## src/rtl/alarm_ctrl_pkg.sv

```systemverilog
// rtl/alarm_ctrl_pkg.sv - shared FSM encodings and time-field widths for the alarm stage
package alarm_ctrl_pkg;

    localparam int HOUR_W    = 5;
    localparam int MIN_W     = 6;
    localparam int SEC_W     = 6;
    localparam int SEC_CNT_W = 9;

    localparam logic [1:0] ST_IDLE   = 2'd0;
    localparam logic [1:0] ST_RING   = 2'd1;
    localparam logic [1:0] ST_SNOOZE = 2'd2;

    typedef struct packed {
        logic [HOUR_W-1:0] h;
        logic [MIN_W-1:0]  m;
        logic [SEC_W-1:0]  s;
    } hms_t;

    function automatic logic hms_equal(input hms_t a, input hms_t b);
        return (a.h == b.h) && (a.m == b.m) && (a.s == b.s);
    endfunction

endpackage

```

## src/rtl/alarm_ctrl_if.sv

```systemverilog
// rtl/alarm_ctrl_if.sv - time, button and ring-status signals between alarm stage and its neighbours
interface alarm_ctrl_if;
    import alarm_ctrl_pkg::*;

    logic              tick_1hz;
    logic              alarm_en;
    logic [HOUR_W-1:0] cur_h;
    logic [MIN_W-1:0]  cur_m;
    logic [SEC_W-1:0]  cur_s;
    logic [HOUR_W-1:0] alm_h;
    logic [MIN_W-1:0]  alm_m;
    logic [SEC_W-1:0]  alm_s;
    logic              stop;
    logic              snooze;
    logic              ringing;
    logic              snoozing;
    logic              beep;
    logic [1:0]        snooze_cnt;

    modport master (
        output tick_1hz, alarm_en,
        output cur_h, cur_m, cur_s,
        output alm_h, alm_m, alm_s,
        output stop, snooze,
        input  ringing, snoozing, beep, snooze_cnt
    );

    modport slave (
        input  tick_1hz, alarm_en,
        input  cur_h, cur_m, cur_s,
        input  alm_h, alm_m, alm_s,
        input  stop, snooze,
        output ringing, snoozing, beep, snooze_cnt
    );

endinterface

```

## src/rtl/alarm_ctrl_beep_gen.sv

```systemverilog
// rtl/alarm_ctrl_beep_gen.sv - tone square wave, half-period BEEP_DIV clocks, cleared when disabled
module beep_gen #(
    parameter int BEEP_DIV = 25000
) (
    input  logic clk,
    input  logic rst_n,
    input  logic en,
    output logic tone
);

    localparam int               DIV_W    = $clog2(BEEP_DIV);
    localparam logic [DIV_W-1:0] DIV_LAST = DIV_W'(BEEP_DIV - 1);

    logic [DIV_W-1:0] div_q, div_d;
    logic             tone_q, tone_d;

    always_comb begin
        div_d  = div_q;
        tone_d = tone_q;
        if (!en) begin
            div_d  = '0;
            tone_d = 1'b0;
        end else if (div_q == DIV_LAST) begin
            div_d  = '0;
            tone_d = ~tone_q;
        end else begin
            div_d  = div_q + DIV_W'(1);
        end
    end

    always_ff @(posedge clk) begin
        if (!rst_n) begin
            div_q  <= '0;
            tone_q <= 1'b0;
        end else begin
            div_q  <= div_d;
            tone_q <= tone_d;
        end
    end

    assign tone = tone_q;

endmodule

```

## src/rtl/alarm_ctrl.sv

```systemverilog
// rtl/alarm_ctrl.sv - alarm match edge detect, ring/snooze FSM with second counter, gated tone
module alarm_ctrl
    import alarm_ctrl_pkg::*;
#(
    parameter int RING_SEC   = 60,
    parameter int SNOOZE_SEC = 300,
    parameter int MAX_SNOOZE = 3,
    parameter int BEEP_DIV   = 25000
) (
    input  logic         clk,
    input  logic         rst_n,
    alarm_ctrl_if.slave  bus
);

    localparam logic [SEC_CNT_W-1:0] RING_LAST   = SEC_CNT_W'(RING_SEC - 1);
    localparam logic [SEC_CNT_W-1:0] SNOOZE_LAST = SEC_CNT_W'(SNOOZE_SEC - 1);
    localparam logic [1:0]           SNZ_MAX     = 2'(MAX_SNOOZE);

    logic [1:0]           state_q, state_d;
    logic [SEC_CNT_W-1:0] sec_cnt_q, sec_cnt_d;
    logic [1:0]           snz_cnt_q, snz_cnt_d;
    logic                 match_dly_q, match_dly_d;
    logic                 ringing_q, ringing_d;
    logic                 snoozing_q, snoozing_d;

    hms_t cur_t, alm_t;
    logic match, trigger, tone;

    assign cur_t   = {bus.cur_h, bus.cur_m, bus.cur_s};
    assign alm_t   = {bus.alm_h, bus.alm_m, bus.alm_s};
    assign match   = hms_equal(cur_t, alm_t);
    assign trigger = match && !match_dly_q && bus.alarm_en;

    always_comb begin
        state_d     = state_q;
        sec_cnt_d   = sec_cnt_q;
        snz_cnt_d   = snz_cnt_q;
        match_dly_d = match;
        if (!bus.alarm_en) begin
            state_d = ST_IDLE;
        end else begin
            case (state_q)
                ST_IDLE: begin
                    if (trigger) begin
                        state_d   = ST_RING;
                        sec_cnt_d = '0;
                        snz_cnt_d = '0;
                    end
                end
                ST_RING: begin
                    if (bus.stop) begin
                        state_d = ST_IDLE;
                    end else if (bus.snooze) begin
                        // Once the snooze budget is spent a further press ends the event
                        if (snz_cnt_q < SNZ_MAX) begin
                            state_d   = ST_SNOOZE;
                            sec_cnt_d = '0;
                            snz_cnt_d = snz_cnt_q + 2'd1;
                        end else begin
                            state_d = ST_IDLE;
                        end
                    end else if (bus.tick_1hz) begin
                        if (sec_cnt_q == RING_LAST) begin
                            state_d = ST_IDLE;
                        end else begin
                            sec_cnt_d = sec_cnt_q + SEC_CNT_W'(1);
                        end
                    end
                end
                ST_SNOOZE: begin
                    if (bus.stop) begin
                        state_d = ST_IDLE;
                    end else if (bus.tick_1hz) begin
                        if (sec_cnt_q == SNOOZE_LAST) begin
                            state_d   = ST_RING;
                            sec_cnt_d = '0;
                        end else begin
                            sec_cnt_d = sec_cnt_q + SEC_CNT_W'(1);
                        end
                    end
                end
                default: state_d = ST_IDLE;
            endcase
        end
        if (state_d == ST_IDLE) begin
            sec_cnt_d = '0;
            snz_cnt_d = '0;
        end
        ringing_d  = (state_d == ST_RING);
        snoozing_d = (state_d == ST_SNOOZE);
    end

    always_ff @(posedge clk) begin
        if (!rst_n) begin
            state_q     <= ST_IDLE;
            sec_cnt_q   <= '0;
            snz_cnt_q   <= '0;
            match_dly_q <= 1'b0;
            ringing_q   <= 1'b0;
            snoozing_q  <= 1'b0;
        end else begin
            state_q     <= state_d;
            sec_cnt_q   <= sec_cnt_d;
            snz_cnt_q   <= snz_cnt_d;
            match_dly_q <= match_dly_d;
            ringing_q   <= ringing_d;
            snoozing_q  <= snoozing_d;
        end
    end

    // Enable follows the next state so the tone clears on the same edge ringing drops
    beep_gen #(
        .BEEP_DIV (BEEP_DIV)
    ) u_beep_gen (
        .clk   (clk),
        .rst_n (rst_n),
        .en    (ringing_d),
        .tone  (tone)
    );

    assign bus.ringing    = ringing_q;
    assign bus.snoozing   = snoozing_q;
    assign bus.beep       = tone;
    assign bus.snooze_cnt = snz_cnt_q;

endmodule

```

## src/flat_wrapper.sv

```systemverilog
// flat-port wrapper written by rule: the top's interface ports become plain ports
module alarm_ctrl_flat import alarm_ctrl_pkg::*;
#(
    parameter int RING_SEC   = 60,
    parameter int SNOOZE_SEC = 300,
    parameter int MAX_SNOOZE = 3,
    parameter int BEEP_DIV   = 25000
)
  (clk, rst_n, bus_tick_1hz, bus_alarm_en, bus_cur_h, bus_cur_m, bus_cur_s, bus_alm_h, bus_alm_m, bus_alm_s, bus_stop, bus_snooze, bus_ringing, bus_snoozing, bus_beep, bus_snooze_cnt);
  alarm_ctrl_if bus_i ();
  input  logic clk;
  input  logic rst_n;
  input wire logic [$bits(bus_i.tick_1hz)-1:0] bus_tick_1hz;
  input wire logic [$bits(bus_i.alarm_en)-1:0] bus_alarm_en;
  input wire logic [$bits(bus_i.cur_h)-1:0] bus_cur_h;
  input wire logic [$bits(bus_i.cur_m)-1:0] bus_cur_m;
  input wire logic [$bits(bus_i.cur_s)-1:0] bus_cur_s;
  input wire logic [$bits(bus_i.alm_h)-1:0] bus_alm_h;
  input wire logic [$bits(bus_i.alm_m)-1:0] bus_alm_m;
  input wire logic [$bits(bus_i.alm_s)-1:0] bus_alm_s;
  input wire logic [$bits(bus_i.stop)-1:0] bus_stop;
  input wire logic [$bits(bus_i.snooze)-1:0] bus_snooze;
  output wire logic [$bits(bus_i.ringing)-1:0] bus_ringing;
  output wire logic [$bits(bus_i.snoozing)-1:0] bus_snoozing;
  output wire logic [$bits(bus_i.beep)-1:0] bus_beep;
  output wire logic [$bits(bus_i.snooze_cnt)-1:0] bus_snooze_cnt;
  assign bus_i.tick_1hz = bus_tick_1hz;
  assign bus_i.alarm_en = bus_alarm_en;
  assign bus_i.cur_h = bus_cur_h;
  assign bus_i.cur_m = bus_cur_m;
  assign bus_i.cur_s = bus_cur_s;
  assign bus_i.alm_h = bus_alm_h;
  assign bus_i.alm_m = bus_alm_m;
  assign bus_i.alm_s = bus_alm_s;
  assign bus_i.stop = bus_stop;
  assign bus_i.snooze = bus_snooze;
  assign bus_ringing = bus_i.ringing;
  assign bus_snoozing = bus_i.snoozing;
  assign bus_beep = bus_i.beep;
  assign bus_snooze_cnt = bus_i.snooze_cnt;
  alarm_ctrl #(.RING_SEC(RING_SEC), .SNOOZE_SEC(SNOOZE_SEC), .MAX_SNOOZE(MAX_SNOOZE), .BEEP_DIV(BEEP_DIV)) u_core (.clk(clk), .rst_n(rst_n), .bus(bus_i));
endmodule
```

## config.mk

```make
export PLATFORM = sky130hd
export DESIGN_NAME = alarm_ctrl_flat
export DESIGN_NICKNAME = d
export VERILOG_FILES = /design/src/rtl/alarm_ctrl_pkg.sv /design/src/rtl/alarm_ctrl_if.sv /design/src/rtl/alarm_ctrl_beep_gen.sv /design/src/rtl/alarm_ctrl.sv /design/src/flat_wrapper.sv
export SDC_FILE = /design/constraint.sdc
export NUM_CORES = 1
export LEC_CHECK = 0
export BUFFER_PORTS_ARGS = -buffer_cell sky130_fd_sc_hd__buf_2
export CORE_AREA = 2 2 70 79
export DETAILED_ROUTE_END_ITERATION = 6
export DIE_AREA = 0 0 72 81
export GPL_TIMING_DRIVEN = 0
export PLACE_DENSITY = 0.58
export REMOVE_ABC_BUFFERS = 1
export SYNTH_ARGS = -nofsm -noshare
export SYNTH_HDL_FRONTEND = slang
export SYNTH_SLANG_ARGS = --single-unit
```

## constraint.sdc

```tcl
create_clock -name clk -period 3 [get_ports clk]
set_input_delay 0.45 -clock clk [delete_from_list [all_inputs] [get_ports clk]]
set_output_delay 0.45 -clock clk [all_outputs]
set_load 0.01 [all_outputs]
```

==> impl_metrics.ini <==
[run_status]
outcome = complete, no violations

[route]
via_count = 1731
finalWirelength_um = 4120
vias_per_cell = 5.28
drt_iter0_markers = 48
ant_nets = 0
wl_per_cell_um = 12.6
drc = 0
dr.pass1.iters = 4

[sta]
worst_pin_slew_ns = 0.950
period_share_pct = 89.6
max_slew_margin_pct = 36.5
rsz0062_at_grt = false
min_period_ns = 2.69
skew_ns = 0.0104
max_freq_ghz = 0.372
setup_viol = 0
hold_violations = 0
slew_viol_final = 0

[power]
p_leak_nw = 0.863
fin_total_pwr_uw = 949
powerDensity_nw_per_um2 = 404
ir_drop_mv = 0.355

[floorplanning]
num_io_pins = 45
core_um2 = 5150
std_cell_rows = 28
start_util_pct = 38.0
fp.dieH_um = 81
dieArea_um2 = 5830
die_w_um = 72

[synth]
yosysTopAreaCell = dfxtp_1
synthSimpleGateAreaFrac_pct = 30.6
syn-instance-count = 223
ys_top_cells_by_area = dfxtp_1 (33%), xnor2_1 (9.9%), ha_1 (4.5%)
synth_cell_types = 49
synth_top_cell_area_share_pct = 32.8
synth-edff-count = 0
synth-xor-area-share_pct = 13.9
syn_area_per_cell_um2 = 8.77
netlist_area_um2 = 1960
synthFlopType = dfxtp_1
synthAdderAreaFrac_pct = 4.48
synthTopCellsByCount = dfxtp_1 (32), nor2_1 (23), xnor2_1 (22)
synth_seq_area_share_pct = 32.8
synthArstFlopShare_pct = 0
yosys_warnings = 0
synth_mux_area_share_pct = 0
ys_seq_elements = 32
synth_top_family_by_area = simple AND/OR/NAND/NOR gates
synth.most_common_cell = dfxtp_1
synth-compound-area-share_pct = 15.4

[finish]
diodes = 0
n_fill_cell = 514
syn2layout_area_growth_pct = 20.2
final_util_pct = 45.7
drive_gt1_share_pct = 25.7
fin_nets = 314

[critical_path]
crit_slowest_cell = or4b_2
crit_path_end = u_core.sec_cnt_q[4]
critPathKind = reg2reg
worstSetupStartpointType = flop
path_cells = inv_1 > ha_1 > a221oi_1 > o21ai_1 > nand2b_1 > or4b_2 > a21oi_1
reg2reg_from = u_core.state_q[1]
startpoint = u_core.state_q[1]
rr_worst_depth = 7
worst_setup_path_end_kind = flop
worstReg2RegEnd = u_core.sec_cnt_q[4]
worstPathMaxFanout = 14
worstPathRequired_ns = 3.21
arrival_ns = 2.90
ff2ff_setup_slack_ns = 0.31
critPathMaxStageDelay_ns = 0.65

[clock_network]
cts_root_buf = clkbuf_8
cts.sinks = 32
clock_path_buffers = 2
cts_setup_buffers = 0
htreeDepth = 2
clk_pin_slew_ns = 0.08
insertion_delay_ns = 0.29
cts_resized = 0
cts_tree = yes
numCtsBuffers = 5
cts_hold_buf = 0

[global_route]
grt_pass1_wl_um = 7190
grt.total_usage_pct = 15.6
grt_pass1_vias = 1665
antenna_found_initial = 0
grt-ovfl-total = 0
grt_max_degree = 22

[worst_hold_path]
whs_path_depth = 2
worstHoldPathType = in2reg

[placement]
gp_congestion = 0.790
io_buffers = 44
dpl.hpwl_um = 3020

[job]
maxCapViolCount = 0
-- where the power goes --
part | internal [mW] | switching [mW]
combinational | 0.0375 | 0.0276
sequential | 0.425 | 0.000000189
clock | 0.293 | 0.166
total | 0.755 | 0.194
-- worst min-delay path by stage --
stage                                        start                        to  slack (ns)
after floorplan                u_core.sec_cnt_q[8]       u_core.sec_cnt_q[8]        0.46
after global placement    u_core.bus.snooze_cnt[1]  u_core.bus.snooze_cnt[1]        0.48
after detailed placement  u_core.bus.snooze_cnt[1]  u_core.bus.snooze_cnt[1]        0.49
after CTS                                    rst_n        u_core.match_dly_q        0.40
after global routing                         rst_n        u_core.match_dly_q        0.41
final                                        rst_n        u_core.match_dly_q        0.41
-- placed cells by master, fill, tap and decap left out, types with 4 or more instances in the layout --
cell	synthesis	routed
a21oi_1	7	7
and3_1	6	6
buf_2	0	44
clkbuf_8	0	7
dfxtp_1	32	32
ha_1	7	7
inv_1	4	4
nand2_1	12	12
nand2b_1	4	4
nand3_1	9	9
nand4_1	4	4
nor2_1	23	23
nor2b_1	5	5
nor3_1	10	10
o21a_1	4	4
o21ai_0	4	4
o21ba_2	4	4
o31ai_1	5	4
or4_1	4	4
xnor2_1	22	22
xor2_1	9	9
-- per-stage QoR --
step | TNS, ns | area (um2) | instances | hold WS [ns] | worst slack (ns)
2_1_floorplan | 0 | 1910 | 216 | 0.457 | 0.578
3_3_place_gp | -0.521 | 2210 | 320 | 0.485 | -0.131
3_5_place_dp | 0 | 2220 | 320 | 0.487 | 0.192
4_1_cts | 0 | 2350 | 328 | 0.404 | 0.173
5_1_grt | 0 | 2350 | 328 | 0.411 | 0.0415
6_report | 0 | 2350 | 328 | 0.406 | 0.311
-- kinds of logic (layout without fill, tap and decap cells) --
kind of cell / after synthesis / after routing
AO/OA/AOI/OAI: 41 / 41
XOR/XNOR: 31 / 31
adder cells (fa/ha/maj): 7 / 7
buffers and inverters: 11 / 56
flip-flops: 32 / 32
AND/OR/NAND/NOR: 101 / 101
-- sequential cells by signal, summed over array words and instances, names as in the netlist --
| name | flops |
|---|---|
| u_core.bus.ringing | 1 |
| u_core.bus.snoozing | 1 |
| u_core.bus.snooze_cnt | 2 |
| u_core.u_beep_gen.div_q | 15 |
| u_core.match_dly_q | 1 |
| u_core.sec_cnt_q | 9 |
| u_core.u_beep_gen.tone | 1 |
| u_core.state_q | 2 |
-- critical path, delay by kind of cell (launching register included) --
family,cells,cell delay [ns]
flops,1,0.39
simple gates,2,1.00
compound gates,3,0.84
buf+inv,1,0.11
fa+ha+maj,1,0.28
-- routing by layer --
metal,part of all wire (%),global-route usage (%),up-vias
met5,0,0,-
met4,2.2,7.17,0
met3,2.7,3.35,8
met2,50,26.9,25
met1,45,18.3,803
li1,-,-,895
-- layout make-up --
| cell class | instances | area, um2 | share of cell area (%) |
|---|---|---|---|
| clock buffer | 7 | 96.3 | 4.10 |
| sequential | 32 | 641 | 27.2 |
| timing repair buffer | 44 | 220 | 9.37 |
| multi-input combinational | 180 | 1270 | 54.2 |
| inverter | 4 | 15.0 | 0.639 |
| tap | 60 | 75.1 | 3.19 |
| clock inverter | 1 | 30.0 | 1.28 |
No activity file was read; power rests on OpenSTA's default activity.
